### config.mk
export PLATFORM = sky130hd
export DESIGN_NAME = bram_frame_writer
export DESIGN_NICKNAME = d
export VERILOG_FILES = /design/src/rtl/bramwr_pkg.sv /design/src/rtl/bram_frame_writer.sv
export SDC_FILE = /design/constraint.sdc
export NUM_CORES = 1
export LEC_CHECK = 0
export ABC_AREA = 1
export BUFFER_PORTS_ARGS = -buffer_cell sky130_fd_sc_hd__clkbuf_2
export CORE_UTILIZATION = 28
export DETAILED_ROUTE_END_ITERATION = 12
export GPL_TIMING_DRIVEN = 0
export PLACE_DENSITY = 0.54
export SLEW_MARGIN = 10
export SYNTH_ARGS = -nofsm -noshare
export SYNTH_HDL_FRONTEND = slang
export SYNTH_SLANG_ARGS = --single-unit
### constraint.sdc
create_clock -name clk40 -period 2.8 [get_ports clk40]
set_input_delay 0.14 -clock clk40 [delete_from_list [all_inputs] [get_ports clk40]]
set_output_delay 0.14 -clock clk40 [all_outputs]
set_load 0.05 [all_outputs]
### src/rtl/bramwr_pkg.sv
// Shared types and constants for the BRAM frame writer.
// Optional build macro: BRAMWR_TIMESTAMP_EN.
package bramwr_pkg;

  typedef enum logic [1:0] {
    IDLE,
    STREAM,
    DROP,
    HDR
  } state_t;

  localparam logic [3:0] BRAM_WE_ALL = 4'hF;
  localparam int         BYTE_SHIFT  = 2;

endpackage

### src/rtl/bram_frame_writer.sv
// Frame-atomic stream writer into a BRAM ring on port B, clk40 domain.
// Define BRAMWR_TIMESTAMP_EN to prefix every frame with a clk40 timestamp word.
module bram_frame_writer #(
  parameter logic [31:0] BASE_ADDR = 32'h40000000,
  parameter int          DEPTH     = 1024,
  parameter int          ADDR_W    = $clog2(DEPTH)
) (
  input  logic              clk40,
  input  logic              rst,
  input  logic [31:0]       s_data,
  input  logic              s_valid,
  output logic              s_ready,
  input  logic              s_last,
  input  logic [ADDR_W-1:0] rd_ptr,
  input  logic              clr_overflow,
  output logic [ADDR_W-1:0] wr_ptr,
  output logic [31:0]       frame_count,
  output logic              overflow,
  output logic [31:0]       addrb,
  output logic              clkb,
  output logic [31:0]       dinb,
  output logic              enb,
  output logic              rstb,
  output logic [3:0]        web
);

  import bramwr_pkg::*;

  state_t            state, state_n;
  logic [ADDR_W-1:0] wr_idx, wr_idx_n;
  logic [ADDR_W-1:0] frame_start, frame_start_n;
  logic [ADDR_W-1:0] idx_inc;
  logic              full;
  logic              acc;
  logic              wr_go;
  logic              commit;
  logic              ovf_set;
  logic [31:0]       wr_data;

  assign clkb = clk40;
  assign rstb = 1'b0;
  assign web  = enb ? BRAM_WE_ALL : 4'h0;

  // DEPTH is a power of two, so the index wraps by overflow
  assign idx_inc = wr_idx + 1'b1;
  assign full    = (idx_inc == rd_ptr);
  assign acc     = s_valid && s_ready;

`ifdef BRAMWR_TIMESTAMP_EN
  logic [31:0] tstamp;

  always_ff @(posedge clk40 or posedge rst) begin
    if (rst) tstamp <= '0;
    else     tstamp <= tstamp + 32'd1;
  end

  // IDLE doubles as the header slot: the stream word waits one cycle
  assign s_ready = !rst && (state != IDLE) && (state != HDR);
`else
  assign s_ready = !rst;
`endif

  always_comb begin
    state_n       = state;
    wr_idx_n      = wr_idx;
    frame_start_n = frame_start;
    wr_go         = 1'b0;
    wr_data       = s_data;
    commit        = 1'b0;
    ovf_set       = 1'b0;
    unique case (state)
      IDLE: begin
`ifdef BRAMWR_TIMESTAMP_EN
        if (s_valid) begin
          if (full) begin
            ovf_set = 1'b1;
            state_n = DROP;
          end else begin
            wr_go         = 1'b1;
            wr_data       = tstamp;
            wr_idx_n      = idx_inc;
            frame_start_n = wr_idx;
            state_n       = STREAM;
          end
        end
`else
        if (acc) begin
          if (full) begin
            ovf_set = 1'b1;
            state_n = s_last ? IDLE : DROP;
          end else begin
            wr_go         = 1'b1;
            wr_idx_n      = idx_inc;
            frame_start_n = wr_idx;
            commit        = s_last;
            state_n       = s_last ? IDLE : STREAM;
          end
        end
`endif
      end
      STREAM: begin
        if (acc) begin
          if (full) begin
            ovf_set  = 1'b1;
            wr_idx_n = frame_start;
            state_n  = s_last ? IDLE : DROP;
          end else begin
            wr_go    = 1'b1;
            wr_idx_n = idx_inc;
            commit   = s_last;
            state_n  = s_last ? IDLE : STREAM;
          end
        end
      end
      DROP: begin
        if (acc && s_last) state_n = IDLE;
      end
      default: state_n = IDLE;
    endcase
  end

  always_ff @(posedge clk40 or posedge rst) begin
    if (rst) begin
      state       <= IDLE;
      wr_idx      <= '0;
      frame_start <= '0;
      wr_ptr      <= '0;
      frame_count <= '0;
      overflow    <= 1'b0;
      addrb       <= BASE_ADDR;
      dinb        <= '0;
      enb         <= 1'b0;
    end else begin
      state       <= state_n;
      wr_idx      <= wr_idx_n;
      frame_start <= frame_start_n;
      enb         <= wr_go;
      if (wr_go) begin
        addrb <= BASE_ADDR + (32'(wr_idx) << BYTE_SHIFT);
        dinb  <= wr_data;
      end
      if (commit) begin
        wr_ptr      <= idx_inc;
        frame_count <= frame_count + 32'd1;
      end
      // a drop on the same edge as a clear keeps the flag set
      if (ovf_set)           overflow <= 1'b1;
      else if (clr_overflow) overflow <= 1'b0;
    end
  end

endmodule

==> flow_summary.yaml, run 1 <==
status:
  status: "finished clean"
cells_and_area:
  nets: 1026
  mostFrequentLayoutCell: "nand2_1"
  utilization: 0.3888
  layout_common_cells: "nand2_1 (305), clkbuf_2 (142), dfrtp_1 (106), inv_1 (66), nand3_1 (47)"
  area_growth_pct: 34.16
  drive_gt1_frac: 0.2416
  num-fill-cells: 2099
  insertedDiodeCount: 0
worst_setup_path:
  critical_path.endpoint_type: "flop"
  cp_cell_sequence: "ha_1 > nand2_2 > clkinv_1 > nand2_1 > nand2_1 > nand2_1 > nand2_1 > nand2_1 > nor2_1 > nand2_1 > o21ai_4 > buf_4 > nor2_4 > buf_4 > nand2_1 > nand2_1"
  r2r_cells: 16
  crit_type: "flop to flop"
  critPathMaxStageDelay_ns: 0.49
  critPathTopFamily: "simple AND/OR/NAND/NOR gates"
  crit_path_start: "wr_idx[0]"
  cp_max_fo: 10
  cp-start-kind: "flop"
  crit_top_cell: "nand2_1"
  r2r_slack_ns: 0.19
  crit_arrival_ns: 3.01
  timing.rr.start: "wr_idx[0]"
  slowest_stage: "dfrtp_2"
  path_buf_inv: 3
  cp_num_cells: 16
  r2r_end: "frame_start[0]"
  cp.required_ns: 3.21
synthesis:
  synth.avg_cell_area_um2: 7.553
  synth-seq-cells: 108
  syn_area_um2: 5733
  synthCells: 759
  yosysSeqAreaShare: 0.4714
  ys_warn_count: 0
  ys_types: 33
route:
  wl_mm: 17.32
  wire_per_inst_um: 13.90
  drtPass1Iterations: 5
  vias_per_cell: 4.396
  ant_nets: 0
  vias: 5478
  remaining_drc_errors: 0
  drt_iter0_drc: 269
floorplanning:
  core_area_um2: 19780
  die_area_um2: 21050
  io_pins: 162
  fp-row-count: 51
  die_h_um: 145.1
  initial_utilization: 0.2898
  die_w_um: 145.1
timing:
  rsz0062_at_grt: "false"
  hold_viol_final: 0
  skew_ns: 0.01320
  fin_crit_ns: 2.606
  holdWs_ns: 0.06126
  setup_violations: 0
  fin_ws_ns: 0.1944
  fin_crit_sh: 0.9306
  fin_setup_tns_ns: 0
  relSlewSlack: 0.6089
  max_freq_ghz: 0.3838
  worst_pin_slew_ns: 0.5867
  final-max-slew-violation-count: 0
flow_run:
  drv_cap: 0
clock_network:
  cts.clk_slew.worst_paths_ns: 0.07
  cts_tree: "built"
  clk-insertion-delay-late_ns: 0.48
power:
  leakagePower_uw: 0.004090
  max-vdd-ir-drop_uv: 298.8
  fin_total_pwr_uw: 6067
  power_density_nw_per_um2: 788.8
placement:
  place_ws_ns: -0.008839
  io_buffer_count: 138
  gp_congestion: 0.9137
  dpl.hpwl_mm: 12.99
min_path:
  hold_depth: 4
  min_from: "s_valid"
  holdPathEnd: "state[0]"
  hold_path.class: "input port to flop"
grt:
  gr-total-overflow: 0
  antenna_found_initial: 0
  top_usage_layer: "met2"
  grtUsageTotal: 0.1714
  met1_usage: 0.2209
  met2_usage: 0.2788
  grt_pass1_vias: 5269
  grt_pass1_wl_mm: 28.08
  grt_max_degree: 36
  grt_use_met3: 0.04780
cell type report:
cell class              instances  area (um2)  area share
clock buffers                  13       305.3     0.03969
well taps                     265       331.6     0.04311
clock inverters                 6       53.80    0.006995
multi-input cells             549        2526      0.3285
repair buffers                182        1149      0.1493
flip-flops and latches        108        2705      0.3517
plain buffers                  50       342.8     0.04457
inverters                      73       277.8     0.03612
flip-flops by register name, indices dropped and copies added (netlist names):
| register | flops |
|---|---|
| frame_start | 10 |
| addrb | 10 |
| wr_ptr | 10 |
| overflow | 1 |
| dinb | 32 |
| frame_count | 32 |
| state | 2 |
| enb | 1 |
| wr_idx | 10 |
routing by layer:
layer | part of all wire | vias to the layer above | routed length (um)
met5 | 0 | - | 0
met4 | 0.013 | 0 | 223
met3 | 0.057 | 17 | 988
met2 | 0.48 | 160 | 8365
met1 | 0.45 | 2534 | 7742
li1 | - | 2767 | -
repair_timing:
action | in CTS | in global routing
setup endpoints to repair | 9 | 67
hold endpoints to repair | 50 | 0
gates resized for setup | 2 | 5
setup buffers | 0 | 7
hold buffers | 35 | 0
pin swaps | 1 | 2
power by group:
group | switching (uW) | internal, uW
Sequential | 315 | 1900
Combinational | 1710 | 579
Clock | 736 | 828
Total | 2760 | 3300
worst min-delay path: stages:
cell	delay [ns]
clkbuf_2	0.09
nand2_1	0.12
nand2_1	0.06
o21ai_0	0.08
cell families (layout without fill, tap and decap cells):
logic type / count (synthesis) / after routing / share of synthesized area
buffers and inverters: 123 / 324 / 0.1043
adder cells (fa/ha/maj): 2 / 2 / 0.004364
XOR/XNOR: 29 / 29 / 0.04430
other: 2 / 23 / 0.001310
AND/OR/NAND/NOR: 439 / 439 / 0.3213
AO/OA/AOI/OAI: 56 / 56 / 0.05304
flip-flops: 108 / 108 / 0.4714
Yosys cell counts:
cell      instances  area share
nor4_1            6      0.0065
o21ai_1          31       0.027
xnor2_1           2      0.0031
ha_1              2      0.0044
dfrtp_1         108        0.47
buf_6             1      0.0020
o21ai_4           1      0.0028
clkinv_1          2      0.0013
nor3b_1           2      0.0026
nand2_1         305        0.20
nor2_4            3      0.0059
nand3_2           2      0.0035
nor3_1           16       0.014
o21bai_2          1      0.0020
o21ai_0          19       0.017
nor2_2            4      0.0044
nand3b_1          2      0.0026
xor2_1           27       0.041
nand4_1          13       0.014
conb_1            2      0.0013
nand3_1          47       0.041
buf_2            13       0.011
buf_1             1     0.00065
a21boi_0          1      0.0013
o211ai_1          1      0.0013
o22ai_1           1      0.0011
nor2_1           36       0.024
buf_4            30       0.039
clkbuf_1          5      0.0033
a21oi_1           1     0.00087
nand2_2           3      0.0033
inv_1            68       0.045
inv_2             3      0.0020
stage by stage:
step,instance area [um2],std cells
6_report,7691,1246
5_1_grt,7691,1246
4_1_cts,7622,1239
3_5_place_dp,6915,1186
3_3_place_gp,6855,1183
2_1_floorplan,5833,780
worst max-delay path by stage:
stage | to | slack (ns)
6_report | frame_start[0] | 0.19
5_1_grt | frame_start[0] | 0.02
4_1_cts | frame_count[26] | 0.06
3_5_place_dp | frame_count[26] | -0.009
3_3_place_gp | frame_count[22] | -1.37
2_1_floorplan | frame_count[23] | -0.24
Note: power is estimated with default switching activity, not from simulation.
==> inputs of run 2 (changes only) <==
- GPL_TIMING_DRIVEN: 0 -> 1
==> run 2 against run 1 <==
Effect of this change:
- setup slack improved by 0.16 ns
- register-to-register slack better by 0.16 ns
- die area unchanged
- non-clock buffer count fell by 52
- sequential share of layout area up 1.9 points
- first-iteration DRC count fell by 1.9%
==> flow_summary.yaml, run 2 (synthesis results as in run 1) <==
timing:
  fin_crit_ns: 2.449
  relSlewSlack: 0.5930
  skew_ns: 0.007146
  setup_violations: 0
  final-max-slew-violation-count: 0
  worst_pin_slew_ns: 0.6105
  fin_ws_ns: 0.3514
  fin_crit_sh: 0.8745
  rsz0062_at_grt: "false"
  hold_viol_final: 0
  max_freq_ghz: 0.4084
grt:
  gr-total-overflow: 0
  grt_pass1_wl_mm: 25.88
  grt_max_degree: 110
  antenna_found_initial: 0
  grt_pass1_vias: 5016
  grtUsageTotal: 0.1534
clock_network:
  cts_root_buf: "clkbuf_16"
  postCtsSetupBuffers: 0
  cts_resized: 0
  cts_made_buffers: 9
  clk-insertion-delay-late_ns: 0.36
  cts.clk_slew.worst_paths_ns: 0.08
  cts_tree: "built"
  htreeDepth: 3
  clock_path_buffers: 2
placement:
  place_ws_ns: 0.3673
  dpl-instance-area_um2: 6629
  io_buffer_count: 138
  gp_congestion: 0.8873
  dp_cells: 1143
  dpl.hpwl_mm: 11.34
floorplanning:
  core_area_um2: 19780
  fp-row-count: 51
  die_area_um2: 21050
  die_h_um: 145.1
  io_pins: 162
  die_w_um: 145.1
  initial_utilization: 0.2898
cells_and_area:
  top_regs: "dinb x32, frame_count x32"
  layout_common_cells: "nand2_1 (305), clkbuf_2 (138), dfrtp_1 (108), inv_1 (66), nand3_1 (47)"
  drive_gt1_frac: 0.1985
  nets: 971
  mostFrequentLayoutCell: "nand2_1"
  num-fill-cells: 2078
  design_area_um2: 7289
  area_growth_pct: 27.15
  insertedDiodeCount: 0
  final_cells: 1192
route:
  vias_per_cell: 4.364
  drtPass1Iterations: 5
  wire_per_inst_um: 13.23
  vias: 5202
  remaining_drc_errors: 0
  wl_mm: 15.77
  ant_nets: 0
  drt_iter0_drc: 264
flow_run:
  drv_cap: 0
worst_setup_path:
  r2r_slack_ns: 0.35
  crit_type: "flop to flop"
  critical_path.endpoint_type: "flop"
  crit_path_start: "wr_idx[1]"
  crit_arrival_ns: 2.75
  cp_max_fo: 26
  r2r_end: "frame_start[0]"
  cp.required_ns: 3.10
  timing.rr.start: "wr_idx[1]"
  cp-start-kind: "flop"
  r2r_cells: 13
status:
  status: "finished clean"
min_path:
  hold_path.class: "input port to asynchronous set/reset pin"
power:
  leakagePower_uw: 0.003822
  max-vdd-ir-drop_uv: 324.2
  power_density_nw_per_um2: 813.0
run 2: changes by cell type in the layout (fill, tap and decap cells not counted), sizes merged:
cell / change
bufinv: +2
clkbuf: -8
buf: -45
clkinv: +1
inv: -2
dlygate4sd3: -2
run 2: area by class of cell:
type	count	area, um2	area share
Clock buffer	10	230.2	0.03158
Inverter	73	277.8	0.03810
Timing Repair Buffer	180	1129	0.1548
Clock inverter	7	105.1	0.01442
Tap cell	265	331.6	0.04549
Sequential cell	108	2703	0.3708
Multi-Input combinational cell	549	2514	0.3448
run 2: repair_timing:
action	4_1_cts	5_1_grt
hold endpoints to repair	33	0
setup endpoints to repair	0	0
hold buffers	33	0
run 2: critical path, stage by stage, from the launching register on:
cell and delay (ns):
dfrtp_1 0.45, ha_1 0.23, nand2_2 0.15, clkinv_1 0.10, nand2_1 0.09, nand2_1 0.10
nand2_1 0.11, inv_2 0.03, nor2_1 0.11, nand3_2 0.13, o21ai_4 0.31, buf_4 0.36
o21ai_0 0.13, nand2_1 0.08
run 2: power by group:
part	leakage (uW)	internal, uW	switching (uW)
clock	0.000163	810	711
sequential	0.00139	1890	308
combinational	0.00227	538	1660
run 2: per-stage QoR:
step / util / power [uW] / setup TNS, ns / hold slack, ns
final: 0.3685 / 5927 / 0 / 0.03936
after global routing: 0.3685 / 6284 / 0 / 0.1147
after CTS: 0.3685 / 5991 / 0 / 0.08217
after global placement: 0.3351 / 4460 / 0 / 0.3353
after detailed placement: 0.3351 / 4476 / 0 / 0.3387
after floorplan: - / 3930 / -14.28 / 0.2485
run 2: worst max-delay path by stage:
stage	to	cells past startpoint
after floorplan	frame_count[23]	9
after global placement	wr_idx[1]	13
after detailed placement	frame_start[0]	13
after CTS	frame_start[0]	13
after global routing	wr_idx[0]	14
final	frame_start[0]	13
run 2: per-layer routing:
layer  part of all wire  track usage  wire length, um  vias to the layer above
li1                   -            -                -                     2654
met1               0.47       0.2021             7426                     2387
met2               0.46       0.2519             7303                      138
met3              0.047      0.02893              748                       23
met4              0.018      0.05000              290                        0
met5                  0            0                0                        -
==> inputs of run 3 (changes only) <==
- ABC_AREA: 1 -> unset
- CORE_UTILIZATION: 28 -> 47
- CTS_CLUSTER_SIZE: unset -> 28
- PLACE_DENSITY: 0.54 -> 0.81
==> run 3 against run 2 <==
Effect of this change:
- final cell count shrank 37%
- sequential power shrank 4%
- synthesized cell count shrank 40%
- clock-buffer cell count grew 3
- utilization grew 25 points
- register-to-register slack lost 0.27 ns
- setup slack lost 0.27 ns
- critical path type unchanged
- routed wire length shrank 24%
- critical path depth shrank 4
- area after synthesis shrank 6.0%
- hold slack lost 0.025 ns
- non-clock buffer count shrank 7
==> flow_summary.yaml, run 3 <==
route:
  wl_mm: 12.06
  drtPass1Iterations: 4
  drt_iter0_drc: 252
  remaining_drc_errors: 0
  vias: 3948
  ant_nets: 0
  wire_per_inst_um: 16.08
  vias_per_cell: 5.264
grt:
  grt_pass1_wl_mm: 19.05
  antenna_found_initial: 0
  gr-total-overflow: 0
  grt_pass1_vias: 3835
  grtUsageTotal: 0.2111
  grt_max_degree: 63
clock_network:
  htreeDepth: 3
  clock_path_buffers: 2
  cts_tree: "built"
  cts_made_buffers: 9
  clk-insertion-delay-late_ns: 0.36
  cts.clk_slew.worst_paths_ns: 0.07
  cts_root_buf: "clkbuf_16"
timing:
  fin_crit_sh: 0.9701
  setup_violations: 0
  relSlewSlack: 0.4699
  fin_crit_ns: 2.716
  final-max-slew-violation-count: 0
  skew_ns: 0.007099
  max_freq_ghz: 0.3681
  worst_pin_slew_ns: 0.7948
  hold_viol_final: 0
  holdWs_ns: 0.01431
cells_and_area:
  design_area_um2: 6835
  top_regs: "dinb x32, frame_count x32"
  insertedDiodeCount: 0
  drive_gt1_frac: 0.4443
  layout_common_cells: "clkbuf_2 (138), dfrtp_1 (108), mux2_4 (45), xor2_1 (33), buf_4 (29)"
  mostFrequentLayoutCell: "clkbuf_2"
  area_growth_pct: 26.78
  nets: 654
  utilization: 0.6197
  num-fill-cells: 841
floorplanning:
  die_w_um: 109.1
  core_area_um2: 11030
  fp-row-count: 38
  initial_utilization: 0.4888
  io_pins: 162
  die_h_um: 109.1
  die_area_um2: 11900
synthesis:
  yosysTopAreaCell: "dfrtp_1"
  ys_warn_count: 0
  post-synth-top-count-cell: "dfrtp_1"
  synth.top_cells.by_area: "dfrtp_1 (50%), mux2_1 (7.9%), xor2_1 (5.4%)"
  synth.avg_cell_area_um2: 11.85
  synth_edf_count: 0
  yosysTopAreaCellShare: 0.5013
  synthCells: 455
  yosysSeqAreaShare: 0.5013
  synth-seq-cells: 108
  async_reset_ff_frac: 1.000
  syn_area_um2: 5391
  ys_types: 54
  synthTopCellsByCount: "dfrtp_1 (108), mux2_1 (38), buf_4 (37)"
  synth_flop_cell: "dfrtp_1"
power:
  power.share.combinational: 0.398
  max-vdd-ir-drop_uv: 808.3
  swShare: 0.4112
  power_density_nw_per_um2: 856.8
  p_seq_frac: 0.362
  leakagePower_uw: 0.003469
  p_int_uw: 3448
  clockPowerShare: 0.241
  switchingPower_uw: 2408
worst_setup_path:
  cp_max_fo: 6
  crit_arrival_ns: 2.96
  crit_type: "flop to flop"
  cp-start-kind: "flop"
  critical_path.endpoint_type: "flop"
  cp.required_ns: 3.04
placement:
  gp_congestion: 0.8600
  io_buffer_count: 138
  dpl-instance-area_um2: 6475
  dpl.hpwl_mm: 8.686
flow_run:
  drv_cap: 0
status:
  status: "finished clean"
min_path:
  hold_path.class: "input port to flop"
-- run 3: critical path, stage by stage (launching register included) --
cell       delay, ns
dfrtp_1         0.41
ha_1            0.24
xor2_1          0.23
xnor2_1         0.16
o2111ai_1       0.14
a2111o_2        0.55
or2_1           0.28
nand3_2         0.13
buf_4           0.14
mux2_2          0.32
-- run 3: layer usage --
layer / GRT usage / share of wire / vias up
met2: 0.3509 / 0.50 / 141
met3: 0.06515 / 0.060 / 9
li1: - / - / 1847
met5: 0 / 0 / -
met1: 0.2658 / 0.43 / 1951
met4: 0.05598 / 0.0079 / 0
-- run 3: stage by stage --
stage / setup slack, ns / instances / TNS (ns) / power (uW)
floorplan: -0.5050 / 476 / -42.89 / 3990
global placement: 0.09528 / 730 / 0 / 4456
detailed placement: 0.008272 / 730 / 0 / 4525
CTS: 0.06061 / 747 / 0 / 5889
global route: -0.006794 / 750 / -0.01059 / 6130
finish: 0.08371 / 750 / 0 / 5857
-- run 3: repair_timing --
item                                    4_1_cts  5_1_grt
setup buffers                                 0        2
gates resized for setup                       1        0
hold buffers                                  1        1
endpoints found under the setup margin        6       81
hold endpoints to repair                      1        1
pin swaps                                     0        2
-- run 3: cells by family after synthesis --
group | Yosys count | share of synthesized area
xor+xnor | 50 | 0.08888
buf+inv | 67 | 0.07798
simple gates | 122 | 0.1304
compound gates | 32 | 0.04201
mux | 72 | 0.1534
flops | 108 | 0.5013
fa+ha+maj | 2 | 0.004641
other cells | 2 | 0.001393
-- run 3: worst paths after layout --
check                                     start               to  slack [ns]  depth (start not counted)
worst max-delay path                  wr_idx[1]   frame_count[1]        0.08                          9
worst min-delay path                 s_data[18]         dinb[18]        0.01                          2
worst max register to register        wr_idx[1]   frame_count[1]        0.08                          9
worst min register to register  frame_count[31]  frame_count[31]        0.48                          1
max in group asynchronous                   rst        wr_idx[4]        1.66                          4
min in group asynchronous                   rst   frame_count[3]        0.03                          3
-- run 3: layout make-up --
class                      count  area (um2)  share of cell area
sequential                   108        2703              0.3954
multi-input combinational    301        2571              0.3762
timing repair buffer         173        1015              0.1485
clock buffer                  13       294.0             0.04302
tap                          140       175.2             0.02563
inverter                      11       45.04            0.006590
clock inverter                 4       32.53            0.004759
-- run 3: power by group through the flow --
stage	clock network [uW]	registers, uW	logic, uW
4_1_cts	1440	2120	2330
6_report	1410	2120	2330
3_5_place_dp	67.8	2140	2310
3_3_place_gp	67.8	2110	2270
5_1_grt	1500	2160	2460
2_1_floorplan	77.0	2840	1070
